**src/rtl/sprite_pkg.sv**
```systemverilog
// sprite_pkg: sprite geometry constants and the line-fetcher FSM state type.
// No ports. Imported by the line buffer, the ROM interface and the fetcher top.
package sprite_pkg;
    localparam int SPRITE_W     = 30;
    localparam int SPRITE_H     = 45;
    localparam int SPRITE_DEPTH = 1350;
    localparam int PIX_W        = 5;
    localparam int ADDR_W       = 19;
    localparam int V_TOTAL      = 525;
    typedef enum logic [1:0] {IDLE, FETCH, DRAIN} state_t;
endpackage

```
**src/rtl/sprite_line_fetcher_if.sv**
```systemverilog
// sprite_line_fetcher_if: sprite ROM read bus.
// Signals: rom_addr (read address), rom_en (read enable), rom_data (palette index, one cycle after the address).
// Modports: master = fetcher side, slave = ROM side.
interface sprite_line_fetcher_if;
    import sprite_pkg::*;
    logic [ADDR_W-1:0] rom_addr;
    logic              rom_en;
    logic [PIX_W-1:0]  rom_data;
    modport master (output rom_addr, rom_en, input rom_data);
    modport slave  (input rom_addr, rom_en, output rom_data);
endinterface

```
**src/rtl/sprite_line_buf.sv**
```systemverilog
// sprite_line_buf: 30 x 5-bit scanline register file, one synchronous write port and one asynchronous read port.
// Ports: Clk, we/waddr/wdata (write), raddr/rdata (read). Storage has no reset.
module sprite_line_buf
    import sprite_pkg::*;
(
    input  logic             Clk,
    input  logic             we,
    input  logic [4:0]       waddr,
    input  logic [PIX_W-1:0] wdata,
    input  logic [4:0]       raddr,
    output logic [PIX_W-1:0] rdata
);
    logic [PIX_W-1:0] mem [SPRITE_W];

    always_ff @(posedge Clk)
        if (we && waddr < 5'(SPRITE_W)) mem[waddr] <= wdata;

    assign rdata = (raddr < 5'(SPRITE_W)) ? mem[raddr] : '0;
endmodule

```
**src/rtl/sprite_line_fetcher.sv**
```systemverilog
// sprite_line_fetcher: fetches one 30-pixel sprite row from ROM during hblank and displays it on the next line.
// Ports: Clk, Reset_n (async active-low), line_start, DrawX/DrawY, player_x/player_y, flip,
//        rom (sprite_line_fetcher_if.master), pixel_index, pixel_valid, busy.
// Build option: define SPRITE_FLIP_EN to enable horizontal mirroring from the latched flip input.
module sprite_line_fetcher
    import sprite_pkg::*;
(
    input  logic                  Clk,
    input  logic                  Reset_n,
    input  logic                  line_start,
    input  logic [9:0]            DrawX,
    input  logic [9:0]            DrawY,
    input  logic [9:0]            player_x,
    input  logic [9:0]            player_y,
    input  logic                  flip,
    sprite_line_fetcher_if.master rom,
    output logic [PIX_W-1:0]      pixel_index,
    output logic                  pixel_valid,
    output logic                  busy
);
    state_t            state, state_nx;
    logic [4:0]        col, wr_col, rd_idx;
    logic              wr_en, line_valid, hit, in_range;
    logic [ADDR_W-1:0] base;
    logic [9:0]        px_q, target, row, bx;
    logic [PIX_W-1:0]  rd_data;

    assign target = (DrawY == 10'(V_TOTAL - 1)) ? '0 : DrawY + 10'd1;
    assign row    = target - player_y;
    assign hit    = row < 10'(SPRITE_H);

    // line_start always wins, which also gives abort-and-restart while busy
    always_comb begin
        state_nx = line_start ? (hit ? FETCH : IDLE)
                 : (state == FETCH) ? ((col == 5'(SPRITE_W - 1)) ? DRAIN : FETCH)
                 : IDLE;
    end

    assign busy         = state != IDLE;
    assign rom.rom_en   = state == FETCH;
    assign rom.rom_addr = rom.rom_en ? base + ADDR_W'(col) : '0;

    always_ff @(posedge Clk or negedge Reset_n) begin
        if (!Reset_n) begin
            state       <= IDLE;
            col         <= '0;
            base        <= '0;
            px_q        <= '0;
            line_valid  <= 1'b0;
            wr_en       <= 1'b0;
            wr_col      <= '0;
            pixel_index <= '0;
            pixel_valid <= 1'b0;
        end else begin
            state       <= state_nx;
            col         <= (state == FETCH && !line_start && col != 5'(SPRITE_W - 1)) ? col + 5'd1 : '0;
            // ROM data lags the address by one cycle, so the write trails the column counter
            wr_en       <= rom.rom_en;
            wr_col      <= col;
            line_valid  <= line_start ? 1'b0 : (state == DRAIN) ? 1'b1 : line_valid;
            pixel_valid <= in_range && rd_data != '0;
            pixel_index <= (in_range && rd_data != '0) ? rd_data : '0;
            if (line_start) begin
                // row*30 as (row<<5)-(row<<1), once per line
                base <= (ADDR_W'(row) << 5) - (ADDR_W'(row) << 1);
                px_q <= player_x;
            end
        end
    end

    assign bx       = DrawX - px_q;
    assign in_range = line_valid && bx < 10'(SPRITE_W);

`ifdef SPRITE_FLIP_EN
    logic flip_q;
    always_ff @(posedge Clk or negedge Reset_n) begin
        if (!Reset_n) flip_q <= 1'b0;
        else if (line_start) flip_q <= flip;
    end
    assign rd_idx = flip_q ? 5'(10'(SPRITE_W - 1) - bx) : bx[4:0];
`else
    logic unused_flip;
    assign unused_flip = flip;
    assign rd_idx      = bx[4:0];
`endif

    sprite_line_buf u_buf (
        .Clk   (Clk),
        .we    (wr_en),
        .waddr (wr_col),
        .wdata (rom.rom_data),
        .raddr (rd_idx),
        .rdata (rd_data)
    );
endmodule

```
**src/flat_wrapper.sv**
```systemverilog
// flat-port wrapper written by rule: the top's interface ports become plain ports
module sprite_line_fetcher_flat import sprite_pkg::*;
  (Clk, Reset_n, line_start, DrawX, DrawY, player_x, player_y, flip, pixel_index, pixel_valid, busy, rom_rom_addr, rom_rom_en, rom_rom_data);
  sprite_line_fetcher_if rom_i ();
  input  logic Clk;
  input  logic Reset_n;
  input  logic line_start;
  input  logic [9:0] DrawX;
  input  logic [9:0] DrawY;
  input  logic [9:0] player_x;
  input  logic [9:0] player_y;
  input  logic flip;
  output logic [PIX_W-1:0] pixel_index;
  output logic pixel_valid;
  output logic busy;
  output wire logic [$bits(rom_i.rom_addr)-1:0] rom_rom_addr;
  output wire logic [$bits(rom_i.rom_en)-1:0] rom_rom_en;
  input wire logic [$bits(rom_i.rom_data)-1:0] rom_rom_data;
  assign rom_rom_addr = rom_i.rom_addr;
  assign rom_rom_en = rom_i.rom_en;
  assign rom_i.rom_data = rom_rom_data;
  sprite_line_fetcher u_core (.Clk(Clk), .Reset_n(Reset_n), .line_start(line_start), .DrawX(DrawX), .DrawY(DrawY), .player_x(player_x), .player_y(player_y), .flip(flip), .rom(rom_i), .pixel_index(pixel_index), .pixel_valid(pixel_valid), .busy(busy));
endmodule
```
**config.mk**
```make
export PLATFORM = sky130hd
export DESIGN_NAME = sprite_line_fetcher_flat
export DESIGN_NICKNAME = d
export VERILOG_FILES = /design/src/rtl/sprite_pkg.sv /design/src/rtl/sprite_line_fetcher_if.sv /design/src/rtl/sprite_line_buf.sv /design/src/rtl/sprite_line_fetcher.sv /design/src/flat_wrapper.sv
export SDC_FILE = /design/constraint.sdc
export NUM_CORES = 1
export LEC_CHECK = 0
export CORE_MARGIN = 4
export CORE_UTILIZATION = 59
export DETAILED_ROUTE_END_ITERATION = 6
export PLACE_DENSITY = 0.91
export SLEW_MARGIN = 0
export SYNTH_ARGS = -nofsm -noshare
export SYNTH_HDL_FRONTEND = slang
export SYNTH_SLANG_ARGS = --single-unit
```
**constraint.sdc**
```tcl
create_clock -name Clk -period 3.6 [get_ports Clk]
set_input_delay 0.72 -clock Clk [delete_from_list [all_inputs] [get_ports Clk]]
set_output_delay 0.72 -clock Clk [all_outputs]
set_load 0.01 [all_outputs]
```
Word level (Yosys, flattened, before mapping)
Memory sizes are Yosys's and may differ from the RTL's.
Index checks and enable logic that the tools add are counted.
{ "word_totals": {"reg_bits": 49, "mem_bits_rw": 150, "in_bits": 49, "out_inout_bits": 27, "mem_count": 1} }
{ "memory_table": {"columns": ["name", "words", "width", "read_ports", "rd_ports_with_merged_regs", "write_ports", "line_no", "text"], "rows": [
  ["u_core.u_buf.mem", 30, 5, 1, 0, 1, "sprite_line_buf.sv:13", "logic [PIX_W-1:0] mem [SPRITE_W];"]
]} }
{ "classes": {"add_sub_neg": 6, "order_cmp": 4, "eq_ne": 5, "muxes": 13, "reduce_logical": 9} }
{ "op_table": {"columns": ["operator", "n"], "rows": [
  ["$sub 10x10->10", 2],
  ["$add 19x5->19", 1],
  ["$mux 19", 1],
  ["$sub 15x11->16", 1],
  ["$mux 5", 3],
  ["$add 10x1->10 const B", 1],
  ["$eq 10x10->1 const B", 1],
  ["$lt 10x5->1 const B", 1],
  ["$lt 10x6->1 const B", 1],
  ["$lt 5x5->1 const B", 2],
  ["$mux 10", 1],
  ["$mux 2", 3],
  ["$add 5x1->5 const B", 1],
  ["$eq 5x5->1 const B", 1],
  ["$logic_and 1x1->1", 5],
  ["$mux 1", 5],
  ["$ne 5x5->1 const B", 1],
  ["$reduce_bool 5->1", 1],
  ["$reduce_bool 2->1", 2],
  ["$eq 2x1->1 const B", 1],
  ["$eq 2x2->1 const B", 1],
  ["$logic_not 1->1", 1]
]} }

Logic depth before layout (Yosys ltp)
{ "depth": {"word_depth": 6, "depth_mapped": 20, "depth_no_buf": 20} }

Hierarchy
Synthesis repeated with hierarchy kept, for this count alone.
{ "hier_totals": {"cells_unflattened": 760, "hier_area_um2": 9636.7} }
{ "by_module_without_submodules": {"columns": ["module", "n_inst", "cells_per_inst", "area_each_um2"], "rows": [
  ["sprite_line_buf", 1, 354, 6092.1],
  ["sprite_line_fetcher", 1, 406, 3544.6]
]} }

Worst setup path after synthesis
OpenSTA, ideal clock, no wires.
{ "synth_timing": {"path_type": "in2reg", "startpoint": "in DrawY[7]", "endpoint": "reg u_core.base[10]", "setup_ps": 125, "t_arrival_ps": 4360, "t_required_ps": 3475, "setup_slack_ps": -884, "path_stages": 17, "path_buffers": 0, "cell_sequence": "nor4_1 -> and4b_1 -> and2_1 -> nor2_1 -> ha_1 -> nor2b_1 -> o31a_1 -> or4b_1 -> nand3_1 -> inv_1 -> ha_1 -> nor2b_1 -> a311oi_1 -> a221o_1 -> o21ai_1 -> xnor2_1 -> mux2_2"} }
{ "synth_via": {"elab_chain_len": 4, "elab_cells_between_ends": 5} }
{ "synth_rtl": {"columns": ["element", "line_no", "text"], "rows": [
  ["from (decl)", "flat_wrapper.sv:9", "input logic [9:0] DrawY;"],
  ["$add 10x1->10 / $eq 10x10->1 (equally long branches)", "sprite_line_fetcher.sv:28", "assign target = (DrawY == 10'(V_TOTAL - 1)) ? '0 : DrawY + 10'd1;"],
  ["$mux 10 *", "sprite_line_fetcher.sv:28", null],
  ["$sub 10x10->10 *", "sprite_line_fetcher.sv:29", "assign row = target - player_y;"],
  ["$sub 15x11->16 *", "sprite_line_fetcher.sv:65", "base <= (ADDR_W'(row) << 5) - (ADDR_W'(row) << 1);"],
  ["to (signal assigned)", "sprite_line_fetcher.sv:65", null],
  ["to (decl)", "sprite_line_fetcher.sv:24", "logic [ADDR_W-1:0] base;"]
]} }
Every way passes the cells marked *; elsewhere a longest branch is shown, timed or not.
A chain may end at the register's enable or synchronous reset.

Final worst setup path
{ "layout_timing": {"startpoint": "in DrawY[1]", "endpoint": "reg u_core.base[10]"} }
The elaborated chain is that of the path after synthesis.

==> reports/metrics.cfg <==
[routing]
ant_nets = 0
vias_per_cell = 6.84
drc = 0
vias = 7524
drtIter0Drc = 936
routed_wl_mm = 31.6
wl_per_cell_um = 28.7
dr.pass1.iters = 7

[power_and_ir_drop]
power_switching_share = 0.308
power.density_mw_per_mm2 = 559
seq_power_share = 0.377
vdd_ir_drop_max_mv = 0.353
combPwrFrac = 0.333
power_leakage_nw = 4.90
cellInternalPower_mw = 4.83
netSwitchingPower_mw = 2.15
p_clk_frac = 0.290

[cts]
cts-root-buf = clkbuf_16
clock_path_buffers = 2
ctsHoldBuffers = 0
htreeDepth = 4
clkTransAtPathRegs_ns = 0.08
clock_sinks = 195
cts_tree = done
clock_latency_ns = 0.44
cts_buffers = 17

[placement]
hpwl_mm = 16.8
portBuffers = 74
place_area_mm2 = 0.0112
place_congestion = 0.909
preCtsSetupSlack_ns = -1.28

[global_route]
grt_usage = 0.334
grt_max_degree = 46
grt_pass1_vias = 7515
grt.overflow.total = 0
grt_pass1_wl_mm = 44.7
antenna_found_initial = 0

[run_status]
status = finished with violations
violations = negative setup slack

[logic_synthesis]
synth_ff_type = edfxtp_1
async_reset_ff_frac = 0.231
synth.most_common_cell = edfxtp_1
synth_top_area_share = 0.473
synth_warnings = 0
syn_avg_cell_area_um2 = 14.0
synth.top_cells.by_count = edfxtp_1, nor2_1, dfrtp_1, inv_1, nand2_1
synth_edf_count = 150
syn_area_mm2 = 0.00953
yosys.area.top_type = edfxtp_1
synthTopCellsByArea = edfxtp_1, dfrtp_1, mux4_2, ha_1, mux4_1
synth.distinct_cells = 63
ys_ff_latch = 195
yosysSeqAreaShare = 0.591
synth.net_count = 766
syn-instance-count = 681

[sta]
hold_violations = 0
tns_ns = -3.54
rsz0062_at_grt = yes
fmax_mhz = 240
slew_viol_final = 0
period_share = 1.16
slew_headroom = 0.151
worstMarginPinSlew_ns = 1.27
fin_ws_ns = -0.558
fin_crit_ns = 4.16
setup_viol = 12
skew_ns = 0.0162
holdWs_ns = 0.458

[layout]
final_area_mm2 = 0.0125
syn2layout_area_growth_pct = 31.1
nNetsFinal = 956
antenna_cells = 0
drive_gt1_frac = 0.317

[floorplanning]
die_area_mm2 = 0.0183
die_h_um = 135
rows = 46
start_util = 0.600
core_area_mm2 = 0.0159
io-pin-count = 76
dieWidth_um = 135

[worst_setup_path]
critical_path_class = in2reg
timing.rr.end = u_core.pixel_valid
ff2ff_setup_slack_ns = 0.02
required_ns = 3.92
critPathMaxFanout = 6
slowest_delay_ns = 0.51
cp-start-kind = primary input
slowest_stage = or4b_4
cp-end-kind = flip-flop
r2r-start = u_core.px_q[0]
r2r_cells = 11
crit_chain = clkdlybuf4s15_1 -> inv_1 -> ha_2 -> and4b_1 -> and2_4 -> nor2_1 -> ha_1 -> o21a_1 -> o31a_1 -> or4b_4 -> nand3_4 -> inv_4 -> ha_4 -> nor2b_4 -> a311oi_4 -> a221o_1 -> o21ai_2 -> xnor2_1 -> mux2_4
arrival_ns = 4.48

[worst_hold_path]
hp-class = in2async

[job]
maxCapViolations = 0

## state kept, by name (all words and copies together) (netlist names)
| register | count |
|---|---|
| u_core.pixel_index | 5 |
| u_core.wr_en | 1 |
| u_core.state | 2 |
| u_core.base | 15 |
| u_core.wr_col | 5 |
| u_core.col | 5 |
| u_core.line_valid | 1 |
| u_core.pixel_valid | 1 |
| u_core.px_q | 10 |
| u_core.u_buf.mem | 150 |
## area by class of cell
type	count	area (um2)
Clock inverter	13	169
Sequential cell	195	5630
Inverter	39	151
Multi-Input combinational cell	426	4070
Timing Repair Buffer	192	1750
Fill cell	776	3380
Clock buffer	19	453
Tap cell	216	270
## repair_timing
| item | in CTS | in global routing |
|---|---|---|
| setup buffers | 20 | 11 |
| pin swaps | 28 | 30 |
| cloned | 1 | 0 |
| gates resized for setup | 90 | 53 |
| setup endpoints to repair | 25 | 23 |
## routing by layer
metal / wire (um) / track usage
met4: 2490 / 0.207
met2: 15500 / 0.565
met1: 10400 / 0.389
met5: 30 / 0.0139
met3: 3180 / 0.0723
## logic make-up after synthesis
| kind of cell | count (synthesis) | synth area share |
|---|---|---|
| DFF | 195 | 0.591 |
| and+or+nand+nor | 192 | 0.0966 |
| AOI/OAI and AO/OA | 87 | 0.0585 |
| muxes | 68 | 0.135 |
| buffers and inverters | 60 | 0.0280 |
| xor gates and xnor gates | 42 | 0.0402 |
| adders and majority gates | 37 | 0.0507 |
## worst max-delay path by stage
stage	startpoint	end	slack [ns]	depth (start not counted)
CTS	DrawY[4]	u_core.base[10]	-0.39	18
global route	DrawY[1]	u_core.base[11]	-0.64	19
detailed placement	DrawY[7]	u_core.base[10]	-1.28	18
finish	DrawY[1]	u_core.base[10]	-0.56	19
floorplan	DrawY[7]	u_core.base[14]	-0.67	18
global placement	DrawY[0]	u_core.base[14]	-1.06	21
## placed cells by master, fill, tap and decap left out, types with 8 or more instances in the layout
cell type | netlist | layout
mux4_2 | 33 | 39
and2_1 | 12 | 9
ha_1 | 33 | 26
edfxtp_1 | 150 | 150
o21ai_0 | 24 | 19
buf_4 | 0 | 99
buf_6 | 3 | 14
mux2_4 | 0 | 8
nor2_1 | 70 | 68
clkdlybuf4s50_1 | 0 | 53
nand2_1 | 38 | 33
xor2_1 | 18 | 18
mux2i_1 | 9 | 9
clkbuf_16 | 0 | 17
xnor2_1 | 22 | 18
nand3_1 | 16 | 13
inv_1 | 38 | 32
dfrtp_1 | 45 | 44
a21oi_1 | 18 | 13
nor2b_1 | 12 | 9
## worst max-delay path, delay by kind of cell
kind / cells / cell delay, ns
buf+inv: 3 / 0.30
compound gates: 5 / 0.97
fa+ha+maj: 3 / 0.76
simple gates: 6 / 1.28
xor+xnor: 1 / 0.17
mux: 1 / 0.28
## power by group through the flow
stage,Sequential [mW],Clock (mW),Combinational [mW]
after floorplan,2.62,0,1.07
after global routing,2.63,2.13,2.41
after CTS,2.61,1.99,2.02
final,2.63,2.02,2.33
after detailed placement,2.65,0,1.71
after global placement,2.63,0,1.62
## per-stage QoR
stage	utilization	power [mW]	cells
2_1_floorplan	-	3.69	681
3_3_place_gp	0.707	4.26	1038
3_5_place_dp	0.707	4.35	1038
4_1_cts	0.769	6.61	1090
5_1_grt	0.787	7.17	1100
6_report	0.787	6.98	1100
No activity file was read; power rests on OpenSTA's default activity.
